--- src/rtl/alu_sched_pkg.sv ---
// alu_sched_pkg: opcodes, FSM states, response record and single-cycle ALU evaluation shared by alu_sched.
package alu_sched_pkg;
  localparam int W = 4;
  localparam logic [3:0] OP_ADD  = 4'h0;
  localparam logic [3:0] OP_SUB  = 4'h1;
  localparam logic [3:0] OP_MUL  = 4'h2;
  localparam logic [3:0] OP_DIV  = 4'h3;
  localparam logic [3:0] OP_AND  = 4'h4;
  localparam logic [3:0] OP_OR   = 4'h5;
  localparam logic [3:0] OP_NOT  = 4'h6;
  localparam logic [3:0] OP_NAND = 4'h7;
  localparam logic [3:0] OP_NOR  = 4'h8;
  localparam logic [3:0] OP_XOR  = 4'h9;
  localparam logic [3:0] OP_XNOR = 4'hA;
  typedef enum logic [1:0] {IDLE, EXEC, DONE} state_e;
  typedef struct packed {
    logic           id;
    logic [2*W-1:0] result;
    logic           flag;
  } rsp_t;
  // returns {flag, result}; unused opcodes give zero
  function automatic logic [2*W:0] alu_eval(input logic [3:0] op, input logic [W-1:0] a, input logic [W-1:0] b);
    logic [2*W-1:0] ea, eb, r;
    logic f;
    ea = {{W{1'b0}}, a};
    eb = {{W{1'b0}}, b};
    r = '0;
    f = 1'b0;
    case (op)
      OP_ADD:  begin r = ea + eb; f = r[W]; end
      OP_SUB:  begin r = ea - eb; f = a < b; end
      OP_MUL:  r = ea * eb;
      OP_DIV:  begin r = (b == '0) ? {a, {W{1'b1}}} : {a % b, a / b}; f = (b == '0); end
      OP_AND:  r = {{W{1'b0}}, a & b};
      OP_OR:   r = {{W{1'b0}}, a | b};
      OP_NOT:  r = {{W{1'b0}}, ~a};
      OP_NAND: r = {{W{1'b0}}, ~(a & b)};
      OP_NOR:  r = {{W{1'b0}}, ~(a | b)};
      OP_XOR:  r = {{W{1'b0}}, a ^ b};
      OP_XNOR: r = {{W{1'b0}}, ~(a ^ b)};
      default: r = '0;
    endcase
    return {f, r};
  endfunction
endpackage

--- src/rtl/alu_sched_muldiv.sv ---
// alu_sched_muldiv: iterative shift-add multiplier / restoring divider, one bit per cycle.
module alu_sched_muldiv import alu_sched_pkg::*; #(
  parameter int WIDTH = W
) (
  input  logic               clk,
  input  logic               rst_n,
  input  logic               start,
  input  logic [3:0]         op,
  input  logic [WIDTH-1:0]   a,
  input  logic [WIDTH-1:0]   b,
  output logic               done,
  output logic [2*WIDTH-1:0] result,
  output logic               flag
);
  localparam int CW = $clog2(WIDTH);
  logic               run_q, run_d, div_q, div_d;
  logic [WIDTH-1:0]   d_q, d_d;
  logic [2*WIDTH-1:0] p_q, p_d, step;
  logic [CW-1:0]      cnt_q, cnt_d;
  logic [WIDTH:0]     sum, t, diff;
  logic               ge, is_div;
  // p_q holds {partial product, multiplier} for mul and {remainder, dividend/quotient} for div
  always_comb begin
    is_div = (op == OP_DIV);
    sum = {1'b0, p_q[2*WIDTH-1:WIDTH]} + (p_q[0] ? {1'b0, d_q} : '0);
    t = {p_q[2*WIDTH-1:WIDTH], p_q[WIDTH-1]};
    ge = t >= {1'b0, d_q};
    diff = t - {1'b0, d_q};
    step = div_q ? {ge ? diff[WIDTH-1:0] : t[WIDTH-1:0], p_q[WIDTH-2:0], ge} : {sum, p_q[WIDTH-1:1]};
    done = run_q & (cnt_q == CW'(WIDTH - 1));
    result = step;
    flag = div_q & (d_q == '0);
    run_d = start | (run_q & ~done);
    cnt_d = (start | done) ? '0 : run_q ? cnt_q + 1'b1 : cnt_q;
    p_d = start ? {{WIDTH{1'b0}}, is_div ? a : b} : run_q ? step : p_q;
    d_d = start ? (is_div ? b : a) : d_q;
    div_d = start ? is_div : div_q;
  end
  always_ff @(posedge clk or negedge rst_n) begin
    if (!rst_n) begin
      run_q <= 1'b0;
      div_q <= 1'b0;
      d_q <= '0;
      p_q <= '0;
      cnt_q <= '0;
    end else begin
      run_q <= run_d;
      div_q <= div_d;
      d_q <= d_d;
      p_q <= p_d;
      cnt_q <= cnt_d;
    end
  end
endmodule

--- src/rtl/alu_sched.sv ---
// alu_sched: two-requester round-robin scheduler in front of the shared ALU.
// ALU_SCHED_ITERATIVE_EN selects the multi-cycle mul/div unit; otherwise mul/div are single-cycle.
module alu_sched import alu_sched_pkg::*; #(
  parameter int WIDTH = W
) (
  input  logic               clk,
  input  logic               rst_n,
  input  logic [1:0]         req_valid,
  output logic [1:0]         req_ready,
  input  logic [3:0]         req0_opcode,
  input  logic [WIDTH-1:0]   req0_a,
  input  logic [WIDTH-1:0]   req0_b,
  input  logic [3:0]         req1_opcode,
  input  logic [WIDTH-1:0]   req1_a,
  input  logic [WIDTH-1:0]   req1_b,
  output logic               rsp_valid,
  input  logic               rsp_ready,
  output logic               rsp_id,
  output logic [2*WIDTH-1:0] rsp_result,
  output logic               rsp_flag,
  output logic               busy
);
  state_e             state_q, state_d;
  logic               last_grant_q, last_grant_d;
  rsp_t               rsp_q, rsp_d;
  logic [1:0]         grant;
  logic               sel, accept;
  logic [3:0]         op;
  logic [WIDTH-1:0]   a, b;
  logic [2*WIDTH:0]   alu;
`ifdef ALU_SCHED_ITERATIVE_EN
  logic               is_md, md_done, md_flag;
  logic [2*WIDTH-1:0] md_result;
  assign is_md = (op == OP_MUL) | (op == OP_DIV);
  alu_sched_muldiv #(.WIDTH(WIDTH)) u_muldiv (
    .clk(clk), .rst_n(rst_n), .start(accept & is_md), .op(op), .a(a), .b(b),
    .done(md_done), .result(md_result), .flag(md_flag)
  );
  // mul/div never take the combinational path here, so those ALU branches fold away
  assign alu = alu_eval(is_md ? 4'hF : op, a, b);
`else
  assign alu = alu_eval(op, a, b);
`endif
  always_comb begin
    grant[0] = req_valid[0] & (~req_valid[1] | last_grant_q);
    grant[1] = req_valid[1] & (~req_valid[0] | ~last_grant_q);
    req_ready = (state_q == IDLE) ? grant : 2'b00;
    accept = |req_ready;
    sel = grant[1];
    op = sel ? req1_opcode : req0_opcode;
    a = sel ? req1_a : req0_a;
    b = sel ? req1_b : req0_b;
    rsp_valid = (state_q == DONE);
    busy = (state_q != IDLE);
    rsp_id = rsp_q.id;
    rsp_result = rsp_q.result;
    rsp_flag = rsp_q.flag;
  end
  always_comb begin
    state_d = state_q;
    rsp_d = rsp_q;
    last_grant_d = last_grant_q;
    if (accept) begin
      last_grant_d = sel;
      rsp_d = '{id: sel, result: alu[2*WIDTH-1:0], flag: alu[2*WIDTH]};
`ifdef ALU_SCHED_ITERATIVE_EN
      state_d = is_md ? EXEC : DONE;
`else
      state_d = DONE;
`endif
    end
`ifdef ALU_SCHED_ITERATIVE_EN
    if (state_q == EXEC && md_done) begin
      state_d = DONE;
      rsp_d.result = md_result;
      rsp_d.flag = md_flag;
    end
`endif
    if (state_q == DONE && rsp_ready) state_d = IDLE;
  end
  always_ff @(posedge clk or negedge rst_n) begin
    if (!rst_n) begin
      state_q <= IDLE;
      last_grant_q <= 1'b1;
      rsp_q <= '0;
    end else begin
      state_q <= state_d;
      last_grant_q <= last_grant_d;
      rsp_q <= rsp_d;
    end
  end
endmodule

--- config.mk ---
export PLATFORM = sky130hd
export DESIGN_NAME = alu_sched
export DESIGN_NICKNAME = d
export VERILOG_FILES = /design/src/rtl/alu_sched_pkg.sv /design/src/rtl/alu_sched_muldiv.sv /design/src/rtl/alu_sched.sv
export SDC_FILE = /design/constraint.sdc
export NUM_CORES = 1
export LEC_CHECK = 0
export ABC_AREA = 1
export BUFFER_PORTS_ARGS = -buffer_cell sky130_fd_sc_hd__buf_2
export CAP_MARGIN = 20
export CORE_ASPECT_RATIO = 0.6
export CORE_MARGIN = 5
export CORE_UTILIZATION = 35
export DETAILED_ROUTE_END_ITERATION = 12
export GPL_ROUTABILITY_DRIVEN = 0
export GPL_TIMING_DRIVEN = 0
export PLACE_DENSITY = 0.57
export SYNTH_ARGS = -nofsm -noshare
export SYNTH_HDL_FRONTEND = slang
export SYNTH_SLANG_ARGS = --single-unit
--- constraint.sdc ---
create_clock -name clk -period 6.45 [get_ports clk]
set_input_delay 0.3225 -clock clk [delete_from_list [all_inputs] [get_ports clk]]
set_output_delay 0.3225 -clock clk [all_outputs]
set_load 0.01 [all_outputs]
# After elaboration in Yosys (flattened, before gate mapping)
# Index checks and enable logic that the tools add are counted.
word_totals:
  regBits: 13
  latch_bits: 0
  ramBits: 0
  rom_bits: 0
  output_inout_bits: 14
  n_memories: 0
op_classes:
  n_addsub: 2
  mul: 1
  div_mod_pow: 2
  order_cmp: 1
  n_eq_ne: 11
  n_shift: 0
  n_mux: 9
  n_bitwise: 14
  reduce_logical: 7
op_table:
  columns: ["operator", "count"]
  rows:
  - ["8-bit case mux with 11 select lines", 1]
  - ["4-bit by 3-bit equality test with 1-bit output (second input constant)", 4]
  - ["4-bit NOT", 4]
  - ["4-bit equality test (second input constant)", 3]
  - ["4-bit 2-to-1 mux", 3]
  - ["4-bit by 2-bit equality test with 1-bit output (second input constant)", 2]
  - ["4-bit logical NOT", 2]
  - ["4-bit by 4-bit multiplier with 8-bit output", 1]
  - ["8-bit 2-to-1 mux", 1]
  - ["2-bit 2-to-1 mux", 3]
  - ["4-bit by 4-bit adder with 5-bit output", 1]
  - ["4-bit by 4-bit subtractor with 5-bit output", 1]
  - ["4-bit bitwise AND", 1]
  - ["4-bit by 4-bit divider with 4-bit output", 1]
  - ["4-bit by 1-bit equality test with 1-bit output (second input constant)", 1]
  - ["4-bit < comparator", 1]
  - ["4-bit by 4-bit modulo with 4-bit output", 1]
  - ["4-bit OR", 1]
  - ["2-bit nonzero test", 2]
  - ["4-bit XOR", 1]
  - ["1-bit NOT", 3]
  - ["1-bit case mux with 3 select lines", 1]
  - ["1-bit bitwise AND", 2]
  - ["2-bit equality test (second input constant)", 1]
  - ["4 further kinds", 5]

# Depth between registers and ports, before layout
depth:
  word_depth: 7
  mapped_depth: 39
  depth_no_buf: 38

# Least setup slack after synthesis
# OpenSTA, ideal clock, no wires.
synth_timing:
  path_kind: "reg-to-reg"
  startpoint: "register last_grant_q"
  endpoint: "register rsp_q, in the netlist rsp_result[0]"
  arrival_time_ns: 4.605
  required_ns: 6.333
  path_slack_ns: 1.728
  stages_incl_launch_ff: 37
  n_path_buf: 2
  path_cell_list: "dfstp_2 > nand2_2 > nand2_2 > buf_12 > buf_6 > nand2_2 > nand2_2 > inv_2 > ha_1 > nand4_1 > o21ai_1 > inv_1 > ha_1 > o21ai_0 > nand2_1 > nand2_2 > nand2_1 > o21ai_2 > ha_1 > a21oi_1 > nand2_1 > nand2_1 > nand2_1 > nand2_1 > o21a_1 > inv_1 > fa_1 > a21oi_1 > o21ai_0 > nand2_1 > nand2_1 > nor2_1 > inv_1 > a21oi_1 > nand4_1 > nand2_1 > nand2_1"
synth_between:
  elab_chain_len: 7
  elab_cells_between_ends: 35
synth_rtl:
  columns: ["element", "line_no", "source"]
  rows:
  - ["from (decl)", "alu_sched.sv:24", "logic last_grant_q, last_grant_d;"]
  - ["from (signal assigned)", "alu_sched.sv:88", "last_grant_q <= last_grant_d;"]
  - ["1-bit NOT", "alu_sched.sv:46", "grant[1] = req_valid[1] & (~req_valid[0] | ~last_grant_q);"]
  - ["1-bit OR", "alu_sched.sv:46", null]
  - ["1-bit bitwise AND", "alu_sched.sv:46", null]
  - ["4-bit 2-to-1 mux (on tied branches)", "alu_sched.sv:51, alu_sched.sv:52", null]
  - ["4-bit by 4-bit divider with 4-bit output, or another cell as far along", "alu_sched_pkg.sv:33", "OP_DIV: begin r = (b == '0) ? {a, {W{1'b1}}} : {a % b, a / b}; f = (b == '0); end"]
  - ["8-bit 2-to-1 mux, or another cell as far along", "alu_sched_pkg.sv:33", null]
  - ["8-bit case mux with 11 select lines", "alu_sched_pkg.sv:29", "case (op)"]
  - ["to (signal assigned)", "alu_sched.sv:89", "rsp_q <= rsp_d;"]
  - ["to (decl)", "alu_sched.sv:25", "rsp_t rsp_q, rsp_d;"]
# Parallel ways exist; a longest one is shown, timed or not.
# A chain may end at the register's enable or synchronous reset.

# Final worst setup path
# Ends and elaborated chain as after synthesis.

==> run metrics <==
Tmin final=5.463 ns; Critical Path End Type=register; first-pass GRT wire length=about 12 mm; compound-gate portion of the synthesized area=13.89%; Reg clk slew, reported paths=about 0.050 ns; Core ar.=slightly below 7000 um2; Syn Nets=approximately 450; WS Path Type=reg2reg; mux cell area share after synthesis=0%; Post-synth EDFFs=0; Worst-Margin Slew=0.5471 ns; critical path startpoint category=register; register area=just over 300 um2; fraction of the mapped netlist area in adder cells=24.67%; worst path required time=6.57 ns; YS warnings=0; Die Wd=119.0 um; area grow syn2layout=16.75%; Skew-Pair Late Insertion Delay=0.24 ns; Multi-input gate area=1896 um2; final worst-path cycle share=84.70%; Max Slew Vio Count=0; IO buf count=42; Setup violations, final=0; Worst VDD drop=147.2 uV; leakage=1.647 nW; reg2reg path depth=36; Netlist cell types=38; CTS tree=done; Max clock buf depth=2; Row Count=23; DRT iter0 DRCs=185; CTS Buf Count=3; DP Area=2814 um2; share of layout cells above drive strength 1=23.11%; drt drc=0; Max Freq=183.0 MHz; CP max FO=10; Die Y=75.40 um; critical path arrival=between 5 and 6 ns; fillers=721; Final ANT Viol Nets=0; wire length per cell=14.20 um; hold depth=2; Avg Inst Size Synth=6.618 um2; ys flop type=dfrtp_1; total negative slack=0 ns; status=complete, no violations; Nets=499; dpl hpwl=6.140 mm; cell mode on critical path=nand2_1; maximum number of pins on one net before global-route repair=13; Vias/cell=approximately 4.8; Max Cap Viol=0; Synth Area in XOR/XNOR=2.808%; final wirelength=7.255 mm; highest-delay cell along the critical path=dfstp_2; Max Clock Skew=0.001401 ns; die area=8972 um2; final instance area=around 3000 um2; via count=between 2k and 2.5k; Post-CTS Resized=0; 1st-pass router iterations=4; CTS Root Cell=clkbuf_16; Synth Instances=377; I/O pin total=between 40 and 50; Overflow after GRT=0; RSZ-0062 raised after global routing=no; max_slew headroom=between 60% and 70%; vias in the first global route=2,307; initial antenna violation count=0; largest family of logic cells by synthesized area=simple AND/OR/NAND/NOR gates; ys async rst share=100.0%; pwr dens=311.6 nW/um2; Clock Sinks=12; total inserted antenna cells=0; H-tree levels=1; Mapped Area=2495 um2; Hold Fails Final Rpt=0; Hold Crit Class=in2reg; sequential cell area fraction in the yosys report=approximately 12%; post-synthesis register bit count=12; crit-path max cell delay=0.54 ns; Initial Util=36.74%; post-synthesis simple-gate area fraction=34.60%; GRT Resource Usage Total=16.21%
[state kept, by name, summed over array words and instances (netlist names)]
signal	cells
last_grant_q	1
rsp_result	8
rsp_flag	1
state_q	1
rsp_id	1
[path summary, 6_finish.rpt]
check,end,from,slack [ns]
hold / removal,state_q[1],rsp_ready,0.25
min in group asynchronous,rsp_id,rst_n,0.52
setup reg to reg,rsp_result[0],last_grant_q,0.99
setup / recovery,rsp_result[0],last_grant_q,0.99
hold reg to reg,rsp_id,rsp_id,0.46
max in group asynchronous,last_grant_q,rst_n,5.65
[placed cells by master (no fill, tap or decap), drive strengths merged, types with 2 or more instances in the layout]
master | netlist | final
nand4 | 3 | 3
xor2 | 2 | 2
dfrtp | 11 | 11
o22ai | 2 | 2
nor3 | 8 | 8
clkbuf | 0 | 4
nand3 | 20 | 20
or2 | 2 | 2
nand2 | 116 | 116
buf | 3 | 45
xnor2 | 6 | 6
inv | 66 | 66
o21ai | 34 | 34
nor2 | 33 | 33
clkinv | 2 | 2
a21oi | 17 | 17
fa | 7 | 7
ha | 38 | 38
o21a | 2 | 2
[cell usage after synthesis (2+ instances only)]
| master | instances | share of area (%) |
|---|---|---|
| inv_1 | 58 | 8.7 |
| nor3_1 | 7 | 1.4 |
| a21oi_1 | 17 | 3.4 |
| xor2_1 | 2 | 0.70 |
| nand2_4 | 5 | 2.3 |
| o22ai_1 | 2 | 0.50 |
| fa_1 | 7 | 5.6 |
| o21ai_0 | 22 | 4.4 |
| o21ai_4 | 2 | 1.3 |
| xnor2_1 | 6 | 2.1 |
| o21ai_1 | 5 | 1.0 |
| dfrtp_1 | 11 | 11 |
| o21ai_2 | 5 | 1.8 |
| ha_1 | 38 | 19 |
| nor2_2 | 2 | 0.50 |
| nand4_1 | 3 | 0.75 |
| nand2_2 | 18 | 4.5 |
| o21a_1 | 2 | 0.60 |
| nand3_1 | 18 | 3.6 |
| nand2_1 | 93 | 14 |
| nand3_2 | 2 | 0.80 |
| nor2_1 | 28 | 4.2 |
| nor2_4 | 3 | 1.4 |
| inv_2 | 7 | 1.1 |
[logic make-up after synthesis]
| group | after synthesis |
|---|---|
| compound gates | 58 |
| buf+inv | 71 |
| simple gates | 183 |
| xor+xnor | 8 |
| flops | 12 |
| fa+ha+maj | 45 |
[power by group]
group          leakage [nW]  switching, mW  internal, mW
logic                  1.45          0.408         0.239
clock network        0.0442         0.0345        0.0938
registers             0.153         0.0206         0.112
total                  1.65          0.463         0.444
[layer usage]
layer	part of all wire, %	wire length, um	GRT usage (%)	vias to the layer above
li1	-	-	-	1291
met1	55	3990	25.70	1081
met2	37	2716	22.95	92
met3	7.0	507	2.967	4
met4	0.57	41	2.182	0
met5	0	0	0	-
[area by class of cell]
type | instances | area share [%]
Buffer | 3 | 1.332
Clock buffer | 4 | 3.050
Inverter | 68 | 8.892
Multi-Input combinational cell | 294 | 65.08
Sequential cell | 12 | 10.35
Tap cell | 87 | 3.737
Timing Repair Buffer | 43 | 7.560
[worst max-delay path, delay by kind of cell, from the launching register on]
kind            cells  cell delay, ns
simple gates       18            1.72
compound gates      8            1.07
buf+inv             6            0.70
flops               1            0.54
fa+ha+maj           4            1.28
[per-stage QoR]
| step | hold WS [ns] | power [mW] | utilization [%] | instances | setup slack, ns |
|---|---|---|---|---|---|
| 2_1_floorplan | 0.02691 | 0.6062 | - | 377 | 1.728 |
| 3_3_place_gp | 0.2178 | 0.7672 | 41.43 | 506 | 1.077 |
| 3_5_place_dp | 0.2261 | 0.7776 | 41.43 | 506 | 1.031 |
| 4_1_cts | 0.2590 | 0.9145 | 42.89 | 511 | 0.9761 |
| 5_1_grt | 0.2570 | 1.001 | 42.89 | 511 | 0.4574 |
| 6_report | 0.2541 | 0.9075 | 42.89 | 511 | 0.9868 |
[repair_timing]
| item | 4_1_cts | 5_1_grt |
|---|---|---|
| endpoints found under the hold margin | 11 | 0 |
| hold buffers | 1 | 0 |
| setup buffers | 0 | 0 |
No activity file was read; power rests on OpenSTA's default activity.
